`config.mk`:
```
export PLATFORM = sky130hd
export DESIGN_NAME = risc_spm_control_unit
export DESIGN_NICKNAME = d
export VERILOG_FILES = /design/src/rtl/risc_spm_control_unit.sv
export SDC_FILE = /design/constraint.sdc
export NUM_CORES = 1
export LEC_CHECK = 0
export ABC_AREA = 1
export CAP_MARGIN = 25
export CORE_MARGIN = 5
export CORE_UTILIZATION = 35
export DETAILED_ROUTE_END_ITERATION = 12
export PLACE_DENSITY = 0.76
export SLEW_MARGIN = 40
export SYNTH_ARGS = -nofsm -noshare
export SYNTH_HDL_FRONTEND = slang
export SYNTH_SLANG_ARGS = --single-unit
```
`constraint.sdc`:
```
create_clock -name clk -period 1.6 [get_ports clk]
set_input_delay 0.32 -clock clk [delete_from_list [all_inputs] [get_ports clk]]
set_output_delay 0.32 -clock clk [all_outputs]
set_load 0.01 [all_outputs]
```
`src/rtl/risc_spm_control_unit.sv`:
```
// rtl/risc_spm_control_unit.sv - RISC-SPM fetch/decode/execute sequencer
// Drives every datapath strobe; outputs are combinational from state, IR, zero flag and reset.
module risc_spm_control_unit #(
  parameter int ws = 8
) (
  input  logic          clk,
  input  logic          rst,
  input  logic [ws-1:0] instruction,
  input  logic          zero,
  output logic          Load_R0,
  output logic          Load_R1,
  output logic          Load_R2,
  output logic          Load_R3,
  output logic          Load_PC,
  output logic          Inc_PC,
  output logic [2:0]    Sel_Bus_1_Mux,
  output logic [1:0]    Sel_Bus_2_Mux,
  output logic          Load_IR,
  output logic          Load_Add_R,
  output logic          Load_Reg_Y,
  output logic          Load_Reg_Z,
  output logic          write,
  output logic          halted
);

  typedef enum logic [3:0] {
    S_idle = 4'd0,
    S_fet1 = 4'd1,
    S_fet2 = 4'd2,
    S_dec  = 4'd3,
    S_ex1  = 4'd4,
    S_rd1  = 4'd5,
    S_rd2  = 4'd6,
    S_wr1  = 4'd7,
    S_wr2  = 4'd8,
    S_br1  = 4'd9,
    S_br2  = 4'd10,
    S_halt = 4'd11
  } state_t;

  localparam logic [3:0] OP_NOP = 4'd0;
  localparam logic [3:0] OP_ADD = 4'd1;
  localparam logic [3:0] OP_SUB = 4'd2;
  localparam logic [3:0] OP_AND = 4'd3;
  localparam logic [3:0] OP_NOT = 4'd4;
  localparam logic [3:0] OP_RD  = 4'd5;
  localparam logic [3:0] OP_WR  = 4'd6;
  localparam logic [3:0] OP_BR  = 4'd7;
  localparam logic [3:0] OP_BRZ = 4'd8;

  localparam logic [2:0] SEL1_PC   = 3'd4;
  localparam logic [1:0] SEL2_ALU  = 2'd0;
  localparam logic [1:0] SEL2_BUS1 = 2'd1;
  localparam logic [1:0] SEL2_MEM  = 2'd2;

  state_t     state;
  state_t     next_state;
  logic [3:0] opcode;
  logic [1:0] src;
  logic [1:0] dest;
  logic       load_r_en;
  logic [1:0] load_r_sel;
  logic [3:0] load_r_vec;

  assign opcode = instruction[ws-1:ws-4];
  assign src    = instruction[3:2];
  assign dest   = instruction[1:0];

  always_ff @(posedge clk) begin
    if (!rst) state <= S_idle;
    else      state <= next_state;
  end

  always_comb begin
    next_state    = state;
    load_r_en     = 1'b0;
    load_r_sel    = 2'd0;
    Load_PC       = 1'b0;
    Inc_PC        = 1'b0;
    Sel_Bus_1_Mux = 3'd0;
    Sel_Bus_2_Mux = 2'd0;
    Load_IR       = 1'b0;
    Load_Add_R    = 1'b0;
    Load_Reg_Y    = 1'b0;
    Load_Reg_Z    = 1'b0;
    write         = 1'b0;
    halted        = 1'b0;

    case (state)
      S_idle: next_state = S_fet1;
      S_fet1: begin
        Sel_Bus_1_Mux = SEL1_PC;
        Sel_Bus_2_Mux = SEL2_BUS1;
        Load_Add_R    = 1'b1;
        next_state    = S_fet2;
      end
      S_fet2: begin
        Sel_Bus_2_Mux = SEL2_MEM;
        Load_IR       = 1'b1;
        Inc_PC        = 1'b1;
        next_state    = S_dec;
      end
      S_dec: begin
        case (opcode)
          OP_NOP: next_state = S_fet1;
          OP_ADD, OP_SUB, OP_AND: begin
            Sel_Bus_1_Mux = {1'b0, src};
            Sel_Bus_2_Mux = SEL2_BUS1;
            Load_Reg_Y    = 1'b1;
            next_state    = S_ex1;
          end
          OP_NOT: begin
            Sel_Bus_1_Mux = {1'b0, src};
            Sel_Bus_2_Mux = SEL2_ALU;
            Load_Reg_Z    = 1'b1;
            load_r_en     = 1'b1;
            load_r_sel    = dest;
            next_state    = S_fet1;
          end
          OP_RD, OP_WR, OP_BR: begin
            Sel_Bus_1_Mux = SEL1_PC;
            Sel_Bus_2_Mux = SEL2_BUS1;
            Load_Add_R    = 1'b1;
            next_state    = (opcode == OP_RD) ? S_rd1 :
                            (opcode == OP_WR) ? S_wr1 : S_br1;
          end
          OP_BRZ: begin
            if (zero) begin
              Sel_Bus_1_Mux = SEL1_PC;
              Sel_Bus_2_Mux = SEL2_BUS1;
              Load_Add_R    = 1'b1;
              next_state    = S_br1;
            end else begin
              // untaken branch steps the PC over the target address byte
              Inc_PC     = 1'b1;
              next_state = S_fet1;
            end
          end
          default: next_state = S_halt;
        endcase
      end
      S_ex1: begin
        Sel_Bus_1_Mux = {1'b0, dest};
        Sel_Bus_2_Mux = SEL2_ALU;
        Load_Reg_Z    = 1'b1;
        load_r_en     = 1'b1;
        load_r_sel    = dest;
        next_state    = S_fet1;
      end
      S_rd1, S_wr1: begin
        Sel_Bus_2_Mux = SEL2_MEM;
        Load_Add_R    = 1'b1;
        Inc_PC        = 1'b1;
        next_state    = (state == S_rd1) ? S_rd2 : S_wr2;
      end
      S_rd2: begin
        Sel_Bus_2_Mux = SEL2_MEM;
        load_r_en     = 1'b1;
        load_r_sel    = dest;
        next_state    = S_fet1;
      end
      S_wr2: begin
        Sel_Bus_1_Mux = {1'b0, src};
        write         = 1'b1;
        next_state    = S_fet1;
      end
      S_br1: begin
        Sel_Bus_2_Mux = SEL2_MEM;
        Load_Add_R    = 1'b1;
        next_state    = S_br2;
      end
      S_br2: begin
        Sel_Bus_2_Mux = SEL2_MEM;
        Load_PC       = 1'b1;
        next_state    = S_fet1;
      end
      S_halt: begin
        halted     = 1'b1;
        next_state = S_halt;
      end
      default: next_state = S_idle;
    endcase

    // reset masks every strobe so nothing can pulse while rst is low
    if (!rst) begin
      load_r_en     = 1'b0;
      Load_PC       = 1'b0;
      Inc_PC        = 1'b0;
      Sel_Bus_1_Mux = 3'd0;
      Sel_Bus_2_Mux = 2'd0;
      Load_IR       = 1'b0;
      Load_Add_R    = 1'b0;
      Load_Reg_Y    = 1'b0;
      Load_Reg_Z    = 1'b0;
      write         = 1'b0;
      halted        = 1'b0;
    end
  end

  assign load_r_vec = load_r_en ? (4'b0001 << load_r_sel) : 4'b0000;
  assign Load_R0    = load_r_vec[0];
  assign Load_R1    = load_r_vec[1];
  assign Load_R2    = load_r_vec[2];
  assign Load_R3    = load_r_vec[3];

endmodule

```
* Word-level counts from Yosys, hierarchy flattened
Index checks and enable logic that the tools add are counted.
** Storage, ports and cells
- Output and inout bits :: 17
- Input bits :: 11
- Logic and storage cells :: 75
- Register bits :: 4
** Cells by class
- Equality and inequality tests :: 19
- Reduce and logical (&&, ||, !) cells :: 13
- Shift-type cells :: 1
- Muxes and demuxes :: 41
** Operators by type and width (count)
- $eq A4 B3 Y1 const B :: 8
- $pmux W4 S7 :: 1
- $eq A4 B4 Y1 const B :: 5
- $mux W1 :: 20
- $mux W4 :: 5
- $eq A4 B2 Y1 const B :: 4
- $pmux W4 S4 :: 1
- $pmux W1 S2 :: 6
- $pmux W3 S4 :: 1
- $reduce_or A6 Y1 :: 2
- $pmux W3 S3 :: 1
- $reduce_or A3 Y1 :: 3
- $eq A4 B1 Y1 const B :: 2
- $logic_not A4 Y1 :: 2
- $reduce_or A4 Y1 :: 2
- $mux W3 :: 2
- $pmux W2 S3 :: 1
- $reduce_or A2 Y1 :: 3
- $reduce_or A5 Y1 :: 1
- $mux W2 :: 2
- $pmux W2 S2 :: 1
- $shl A1 B2 Y4 const A :: 1

* Depth between registers and ports, before layout
Gate-level depths: netlist of run 1.
- Depth after elaboration :: 5
- Mapped depth :: 7
- Gate-level depth less buffers :: 7

* Least setup slack after synthesis of run 1
OpenSTA, ideal clock, no wires.
- Kind :: reg2out
- Start point :: register state[0]
- End point :: output Load_R0
- Arrival :: 1.102 ns
- Setup slack :: 0.178 ns
- Buffers on the path :: 0
- Stages on the path, launching flop included :: 7
- Required time :: 1.280 ns
- Path through :: dfxtp_1 > nand2_2 > nor2_4 > nand2_2 > a21oi_2 > nand2_1 > nor2_1
** Between the ends
- Cells in the longest elaborated chain, start to end :: 5
- Elaborated cells between the ends (all ways) :: 9
** Ends and longest elaborated chain
- start, declared :: line 56 : state_t state;
- start signal, assigned :: line 70 : if (!rst) state <= S_idle;
- start signal, assigned :: line 71 : else state <= next_state;
- $eq A4 B3 Y1 :: line 89 : case (state)
- $reduce_or A2 Y1 (no line)
- $pmux W2 S2 / $pmux W1 S2 (equally long branches) :: line 89
- $shl A1 B2 Y4 / $mux W1 (equally long branches) :: line 200, 185
- $mux W4 (*) :: line 200 : assign load_r_vec = load_r_en ? (4'b0001 << load_r_sel) : 4'b0000;
- end, declared :: line 10 : output logic Load_R0,
Mark *: on every way between the ends. The rest lies on a longest branch, timed or not.

* Final worst setup path of run 1
- Start point :: register state[3]
- End point :: output Load_R3
** Between the ends
- Cells in the longest elaborated chain, start to end :: 5
- Elaborated cells between the ends (all ways) :: 9
** Ends and longest elaborated chain
- $eq A4 B3 Y1 :: line 89
- $reduce_or A2 Y1 (no line)
- $pmux W2 S2 / $pmux W1 S2 (equally long branches) :: line 89
- $shl A1 B2 Y4 / $mux W1 (equally long branches) :: line 200, 185
- $mux W4 (*) :: line 200
- end, declared :: line 13 : output logic Load_R3,
Marks and branches as above.

==> results of run 1 <==
[cell usage in the layout (no fill, tap or decap), types with 2 or more instances in the layout]
| cell type | instances |
|---|---|
| a21oi_1 | 9 |
| a21oi_2 | 2 |
| buf_2 | 15 |
| buf_4 | 28 |
| clkbuf_2 | 2 |
| clkbuf_4 | 3 |
| clkdlybuf4s15_2 | 3 |
| clkdlybuf4s50_1 | 4 |
| dfxtp_2 | 2 |
| dfxtp_4 | 2 |
| dlygate4sd2_1 | 3 |
| inv_1 | 11 |
| inv_2 | 4 |
| inv_4 | 3 |
| nand2_1 | 23 |
| nand2_2 | 5 |
| nand2_4 | 2 |
| nand3_1 | 5 |
| nand4_1 | 2 |
| nor2_1 | 15 |
| nor2_2 | 3 |
| nor2_4 | 4 |
| nor3_1 | 2 |
| o21ai_0 | 2 |
| o21ai_1 | 2 |
[how the worst max path moves through the flow]
stage,start,slack (ps),endpoint,cells past startpoint
finish,state[3],-100,Load_R3,8
global route,state[3],-240,Load_R3,8
CTS,state[3],-110,Load_R3,8
detailed placement,instruction[5],-820,Load_Add_R,7
global placement,instruction[5],-740,Load_Add_R,7
floorplan,state[0],180,Load_R0,6
[stage by stage]
| stage | setup TNS [ps] | utilization, % | setup slack [ps] | hold WS (ps) |
|---|---|---|---|---|
| after CTS | -1075 | 69.64 | -112.0 | 520.9 |
| after global routing | -2618 | 72.53 | -237.2 | 537.9 |
| final | -907.4 | 72.53 | -96.44 | 531.6 |
| after detailed placement | -11930 | 65.56 | -819.8 | 579.1 |
| after floorplan | 0 | - | 178.1 | 466.3 |
| after global placement | -11570 | 65.56 | -740.3 | 563.7 |
[cells by family (layout without fill, tap and decap cells)]
logic type | after synthesis | in the layout | synth area share (%)
compound gates | 17 | 17 | 18.01
buf+inv | 19 | 77 | 13.51
flops | 4 | 4 | 15.17
simple gates | 65 | 65 | 53.32
[power by group through the flow]
stage	sequential, mW	combinational (mW)	clock [mW]
after floorplan	0.114	0.0757	0
after global placement	0.116	0.177	0
after detailed placement	0.116	0.178	0
after CTS	0.115	0.187	0.131
after global routing	0.117	0.226	0.139
final	0.117	0.208	0.124
[final cells by class]
cell class | instances | area (um^2)
repair buffers | 56 | 406.6
inverters | 18 | 75.07
well taps | 16 | 20.02
clock buffers | 3 | 22.52
multi-input cells | 82 | 452.9
flip-flops and latches | 4 | 90.09
fillers | 124 | 404.1
[metal layers]
metal,track usage [%],share of wire [%]
met5,0,0
met4,9.865,2.3
met3,4.893,8.5
met2,33.04,49
met1,20.11,40
[tightest hold or removal path, delay by kind of cell]
| kind | cells | cell delay, ps |
|---|---|---|
| AOI/OAI and AO/OA | 1 | 60 |
| buffers and inverters | 1 | 130 |
| and+or+nand+nor | 2 | 210 |
[repair_timing]
| action | 4_1_cts | 5_1_grt |
|---|---|---|
| pin swaps | 11 | 8 |
| resized for setup | 96 | 20 |
| hold buffers | 0 | 0 |
| endpoints found under the setup margin | 17 | 17 |
| setup buffers | 7 | 2 |
==> impl_metrics.yaml, run 1 <==
run_status:
  status: "finished, violations left"
  violations: "negative setup slack"
finish:
  drive_above_1_share_pct: 50.31
  fin_cells: 179
  largest_reg_flops: 4
  n_antenna_cell: 0
  num-nets-final: 176
  stdcell_area_mm2: 0.001067
  top_register: "state"
  top_regs: "state x4"
  syn_to_final_growth_pct: 102.1
setup_path:
  cp_cell_sequence: "inv_4 > nand2_4 > nor2_4 > nand2_2 > a21oi_2 > nand2_1 > nor2_1 > buf_2"
  crit_type: "register to output pin"
  cpPeakStageDelay_ps: 350
  critPathTopFamily: "simple AND/OR/NAND/NOR gates"
  r2r_slack_ps: 430
  required_ps: 1280
  critPathBufInv: 2
  reg2regPathDepth: 6
  cp.arrival_ps: 1380
  timing.rr.end: "state[3]"
  path_max_fanout: 4
  endpoint_kind: "output pin"
  crit_path_start_kind: "register"
  r2r_start: "state[3]"
  cpMaxStageDelayCell: "dfxtp_4"
yosys:
  syn_nets: 116
  netlist_instances: 105
  ys_ff_latch: 4
  seq_area_frac_synth_pct: 15.17
  synth.distinct_cells: 20
  synth_warnings: 0
  synth_top_cell_by_area: "nand2_1"
  synthFlopType: "dfxtp_1"
  synth.top_cell.area_share_pct: 19.91
  synth_edf_count: 0
  synthArstFlopShare_pct: 0
  synth.avg_cell_area_um2: 5.029
  netlist_top_cells_count: "nand2_1 (28), nor2_1 (20), inv_1 (16), a21oi_1 (10), nand3_1 (5)"
  synth_area_um2: 528.0
  synth.area.top_cells: "nand2_1 (20%), dfxtp_1 (15%), nor2_1 (14%), inv_1 (11%), a21oi_1 (9.5%)"
  synth.most_common_cell: "nand2_1"
timing:
  finalHoldViolations: 0
  layout_min_cycle_time_ps: 1696
  tightest_slew_ps: 251.8
  maxSlewHeadroom_pct: 83.15
  timing.fmax_mhz: 589.5
  fin_worst_skew_ps: 0.3461
  rsz0062_at_grt: "yes"
  setup_ws_ps: -96.44
  period_share_pct: 106.0
  finalSetupViolCount: 13
  drv_slew: 0
power_and_ir_drop:
  p_total_uw: 449.5
  clkPwrFrac_pct: 27.7
  p_int_uw: 291.3
  power_frac_comb_pct: 46.3
  p_per_area_mw_per_mm2: 421.2
  power_leakage_nw: 0.5460
  p_seq_share_pct: 26.0
  ir_worst_vdd_v: 0.0004630
  switchingPower_uw: 158.2
  p_sw_share_pct: 35.19
drt:
  drc: 0
  ant_nets: 0
  drtIter0Drc: 31
  vias_per_cell: 5.073
  dr.pass1.iters: 5
  finalWirelength_mm: 2.170
  num_vias: 908
  wl_per_cell_um: 12.12
global_routing:
  grt_pass1_vias: 879
  antenna_found_initial: 0
  grt_pass1_wl_mm: 3.657
  grt_max_degree: 7
  overflow: 0
  grt_usage_pct: 18.76
floorplan:
  initial_utilization_pct: 35.88
  die_h_um: 48.84
  die-area_mm2: 0.002385
  num_rows: 14
  core_mm2: 0.001471
  ios: 28
  dieWidth_um: 48.84
worst_hold_path:
  whs_path_depth: 4
  hp-class: "input pin to register"
  hold_end: "state[2]"
  min-delay-start: "instruction[4]"
cts:
  htree_num_levels: 1
  clock_latency_ps: 230
  path_clk_slew_ps: 40
  ctsLongestPathBuffers: 2
  root_buffer: "clkbuf_4"
  cts.sinks: 4
  cts_tree: "built"
  cts_buffers: 3
placement:
  placed_cell_area_um2: 964.7
  globalplace.congestion: 0.8537
  portBuffers: 27
  post-place-cells: 167
  hpwl_mm: 1.488
flow_run:
  max_cap_viol_count: 0
No activity file was read; power rests on OpenSTA's default activity.
==> run 2: changes to the inputs <==
SETUP_SLACK_MARGIN = 0.2   (was unset)
==> run 2 against run 1 <==
The run still ends with negative setup slack left. Hold slack improved by 36 ps. Fmax fell by 6.3%. Clock power rose by 14%. Via count increased by 8.0%. First-iteration DRC count is 6.5% lower. Sequential cell count did not move. Critical path type unchanged. Critical endpoint is now Load_Add_R. Largest cell class unchanged. Largest power group unchanged.
==> impl_metrics.yaml, run 2 (synthesis gave the netlist of run 1 again) <==
run_status:
  status: "finished, violations left"
  violations: "negative setup slack"
timing:
  hold_slack_ps: 567.2
  tightest_slew_ps: 220.9
  timing.fmax_mhz: 552.4
  setup_ws_ps: -210.2
  drv_slew: 0
  finalSetupViolCount: 17
  rsz0062_at_grt: "yes"
  maxSlewHeadroom_pct: 85.12
  layout_min_cycle_time_ps: 1810
  finalHoldViolations: 0
  period_share_pct: 113.1
  fin_worst_skew_ps: 11.99
setup_path:
  path_max_fanout: 4
  r2r_start: "state[3]"
  r2r_slack_ps: 240
  reg2regPathDepth: 9
  cp_cell_sequence: "inv_4 > nand2_4 > nor2_4 > buf_4 > buf_4 > nand2_1 > a21oi_1 > buf_2"
  endpoint_kind: "output pin"
  crit_type: "register to output pin"
  cpPeakStageDelay_ps: 360
  cpMaxStageDelayCell: "dfxtp_4"
  path_common_cell: "buf_4"
  timing.rr.end: "state[3]"
  cp.arrival_ps: 1490
  required_ps: 1280
  crit_path_start_kind: "register"
cts:
  path_clk_slew_ps: 50
  cts_tree: "built"
  cts.sinks: 4
  clock_latency_ps: 260
  ctsLongestPathBuffers: 2
  htree_num_levels: 1
  cts_buffers: 3
  root_buffer: "clkbuf_4"
worst_hold_path:
  hold_end: "state[3]"
  hp-class: "input pin to register"
  whs_path_depth: 5
  min-delay-start: "instruction[4]"
placement:
  portBuffers: 27
  hpwl_mm: 1.612
  preCtsSetupSlack_ps: -812.4
  globalplace.congestion: 0.8818
global_routing:
  grt_usage_pct: 19.50
  grt_pass1_wl_mm: 3.739
  antenna_found_initial: 0
  overflow: 0
  grt_pass1_vias: 924
  grt_max_degree: 7
drt:
  dr.pass1.iters: 4
  drtIter0Drc: 29
  ant_nets: 0
  drc: 0
  vias_per_cell: 5.246
  wl_per_cell_um: 14.11
  num_vias: 981
  finalWirelength_mm: 2.639
power_and_ir_drop:
  power_leakage_nw: 0.6016
  ir_worst_vdd_v: 0.0005139
  p_per_area_mw_per_mm2: 410.5
  p_total_uw: 489.4
finish:
  syn_to_final_growth_pct: 125.8
  utilization_pct: 81.04
  largest_reg_flops: 4
  final_common_cell: "buf_4"
  num-nets-final: 184
  top_regs: "state x4"
  fillers: 100
  drive_above_1_share_pct: 57.89
  n_antenna_cell: 0
  mostFrequentLayoutCells: "buf_4 (35), nand2_1 (23), buf_2 (15)"
  top_register: "state"
flow_run:
  max_cap_viol_count: 0
floorplan:
  dieWidth_um: 48.84
  initial_utilization_pct: 35.88
  die-area_mm2: 0.002385
  num_rows: 14
  ios: 28
  core_mm2: 0.001471
  die_h_um: 48.84
==> run 2: changes by cell type in the layout (fill, tap and decap cells not counted), sizes merged <==
cell and change:
clkdlybuf4s15 -1, clkbuf -1, clkinv +1, inv -1, buf +10
==> run 2: worst max-delay path: cells and delay by family (launching register included) <==
family | cells | cell delay, ps
AO/OA/AOI/OAI | 1 | 140
AND/OR/NAND/NOR | 3 | 280
flip-flops | 1 | 360
buffers and inverters | 4 | 450
==> run 2: timing repair <==
item                       CTS  global route
pin swaps                    5            12
resized for setup           96            37
setup endpoints to repair   17            18
setup buffers                2             9
hold endpoints to repair     0             0
hold buffers                 0             0
==> run 2: routing by layer <==
metal | vias to the layer above | global-route usage [%] | share of wire [%]
li1 | 476 | - | -
met1 | 454 | 20.63 | 42
met2 | 43 | 33.91 | 48
met3 | 8 | 4.893 | 6.7
met4 | 0 | 12.11 | 3.2
met5 | - | 0 | 0
==> run 2: layout make-up <==
class                   instances  area (um^2)  area share, %
clock buffers                   3        22.52          1.889
inverters                      18        73.82          6.191
multi-input cells              82        508.0          42.60
flip-flops and latches          4        92.59          7.765
well taps                      16        20.02          1.679
repair buffers                 64        475.5          39.87
==> run 2: report_power, final <==
| part | total (mW) | switching [mW] | internal [mW] |
|---|---|---|---|
| logic | 0.230 | 0.121 | 0.110 |
| registers | 0.118 | 0.0120 | 0.106 |
| clock network | 0.141 | 0.0566 | 0.0849 |
==> run 2: how the worst max path moves through the flow <==
stage          cells past startpoint  slack (ps)          to           start
2_1_floorplan                      6         180     Load_R0        state[0]
3_3_place_gp                       7        -740  Load_Add_R  instruction[5]
3_5_place_dp                       7        -810  Load_Add_R  instruction[5]
4_1_cts                            8        -130     Load_R3        state[3]
5_1_grt                            8        -260  Load_Add_R        state[3]
6_report                           8        -210  Load_Add_R        state[3]
==> run 2: per-stage QoR <==
step                      cells  area [um^2]  setup TNS (ps)
after CTS                   178         1031           -1219
final                       187         1192           -2192
after floorplan             105        535.5               0
after global routing        187         1192           -3432
after global placement      173         1017          -11310
after detailed placement    173         1017          -11660
==> run 3: changes to the inputs <==
ABC_CLOCK_PERIOD_IN_PS = 1600   (was unset)
CORE_MARGIN = unset   (was 5)
==> run 3 against run 2 <==
The run still ends with negative setup slack left. Wire length fell by 8.3%. First-iteration DRC count rose by 6.9%. Non-clock buffer count fell by 9. Hold slack improved by 53 ps. Sequential cell count did not move. Clock skew fell by 8.6 ps. Fmax fell by 1.3%. Critical path depth did not move. Critical endpoint unchanged. Largest power group unchanged.
==> impl_metrics.yaml, run 3 (synthesis gave the netlist of run 1 again) <==
worst_hold_path:
  hp-class: "register to register"
  min-delay-start: "state[3]"
  whs_path_depth: 3
  hold_end: "state[0]"
setup_path:
  path_max_fanout: 3
  reg2regPathDepth: 9
  r2r_slack_ps: 290
  timing.rr.end: "state[0]"
  required_ps: 1280
  cp_cell_sequence: "inv_4 > nand2_4 > buf_4 > buf_6 > nor2_4 > nor3_1 > a21oi_1 > buf_2"
  crit_type: "register to output pin"
  cpPeakStageDelay_ps: 370
  cpMaxStageDelayCell: "dfxtp_4"
  crit_path_start_kind: "register"
  r2r_start: "state[3]"
  endpoint_kind: "output pin"
  cp.arrival_ps: 1510
cts:
  cts_buffers: 3
  cts_tree: "built"
  path_clk_slew_ps: 40
  cts.sinks: 4
  htree_num_levels: 1
  ctsLongestPathBuffers: 2
  root_buffer: "clkbuf_4"
  clock_latency_ps: 230
  cts_hold_buf: 0
drt:
  drc: 0
  dr.pass1.iters: 4
  ant_nets: 0
  drtIter0Drc: 31
  num_vias: 933
  finalWirelength_mm: 2.419
  wl_per_cell_um: 13.67
  vias_per_cell: 5.271
timing:
  setup_ws_ps: -234.5
  maxSlewHeadroom_pct: 80.54
  tightest_slew_ps: 290.8
  timing.fmax_mhz: 545.1
  finalHoldViolations: 0
  layout_min_cycle_time_ps: 1834
  rsz0062_at_grt: "yes"
  drv_slew: 0
  fin_worst_skew_ps: 3.415
  period_share_pct: 114.7
  finalSetupViolCount: 16
finish:
  drive_above_1_share_pct: 52.47
  mostFrequentLayoutCells: "buf_4 (27), nand2_1 (22), nor2_1 (14)"
  num-nets-final: 175
  n_antenna_cell: 0
  top_register: "state"
  top_regs: "state x4"
  syn_to_final_growth_pct: 106.6
  utilization_pct: 80.82
  final_common_cell: "buf_4"
  largest_reg_flops: 4
  fin_cells: 177
placement:
  hpwl_mm: 1.498
  globalplace.congestion: 0.8555
  post-place-cells: 169
  portBuffers: 27
global_routing:
  grt_max_degree: 7
  antenna_found_initial: 0
  grt_usage_pct: 28.81
  overflow: 0
  grt_pass1_wl_mm: 3.056
  grt_pass1_vias: 743
floorplan:
  num_rows: 13
  dieWidth_um: 40.84
  initial_utilization_pct: 39.11
  die-area_mm2: 0.001668
  core_mm2: 0.001350
  ios: 28
  die_h_um: 40.84
run_status:
  violations: "negative setup slack"
  status: "finished, violations left"
power_and_ir_drop:
  power_leakage_nw: 0.5467
  p_per_area_mw_per_mm2: 419.5
  p_total_uw: 457.7
  ir_worst_vdd_v: 0.0004107
flow_run:
  max_cap_viol_count: 0
run 3: cell types whose count changed in the layout (fill, tap and decap cells not counted), sizes merged:
cell	delta
clkdlybuf4s15	+3
buf	-12
clkbuf	-1
dlygate4sd2	+1
run 3: stage by stage:
stage / setup WS, ps / instance area [um^2] / hold slack (ps) / setup TNS [ps]
after detailed placement: -791.7 / 993.5 / 599.5 / -11220
after global routing: -291.0 / 1091 / 653.3 / -3170
after floorplan: 178.1 / 535.5 / 466.3 / 0
final: -234.5 / 1091 / 620.2 / -2009
after global placement: -742.4 / 993.5 / 562.6 / -10960
after CTS: -121.8 / 1069 / 592.9 / -1126
run 3: report_power, final:
group | total (mW) | internal, mW | switching (mW)
combinational | 0.221 | 0.105 | 0.115
sequential | 0.116 | 0.107 | 0.00926
clock | 0.121 | 0.0836 | 0.0377
total | 0.458 | 0.295 | 0.162
run 3: layout make-up:
| cell class | instances | area, um^2 |
|---|---|---|
| Clock buffer | 3 | 22.52 |
| Fill cell | 108 | 259.0 |
| Multi-Input combinational cell | 82 | 469.2 |
| Sequential cell | 4 | 87.58 |
| Tap cell | 15 | 18.77 |
| Inverter | 18 | 71.32 |
| Timing Repair Buffer | 55 | 421.7 |
run 3: per-layer routing:
layer / GRT usage [%] / share of wire [%] / wire, um / vias up
met1: 29.55 / 38 / 910 / 429
met3: 5.435 / 4.2 / 101 / 10
met5: 0 / 0 / 0 / -
met4: 19.17 / 3.3 / 81 / 0
met2: 51.95 / 55 / 1325 / 38
li1: - / - / - / 456
run 3: worst max-delay path by stage:
stage	from	to	slack (ps)
after floorplan	state[0]	Load_R0	180
after global routing	state[3]	Load_Add_R	-290
final	state[3]	Load_Add_R	-230
after detailed placement	instruction[5]	Load_Add_R	-790
after global placement	instruction[5]	Load_Add_R	-740
after CTS	state[3]	Load_R2	-120
run 3: repair_timing:
| action | CTS | global route |
|---|---|---|
| buffers inserted | 3 | 2 |
| endpoints found under the hold margin | 0 | 0 |
| gates resized for setup | 108 | 7 |
| endpoints found under the setup margin | 17 | 17 |
| pin swaps | 5 | 3 |
run 3: critical path, delay by kind of cell (launching register included):
kind | cells | cell delay (ps)
buffers and inverters | 4 | 420
flip-flops | 1 | 370
AND/OR/NAND/NOR | 3 | 370
AO/OA/AOI/OAI | 1 | 110
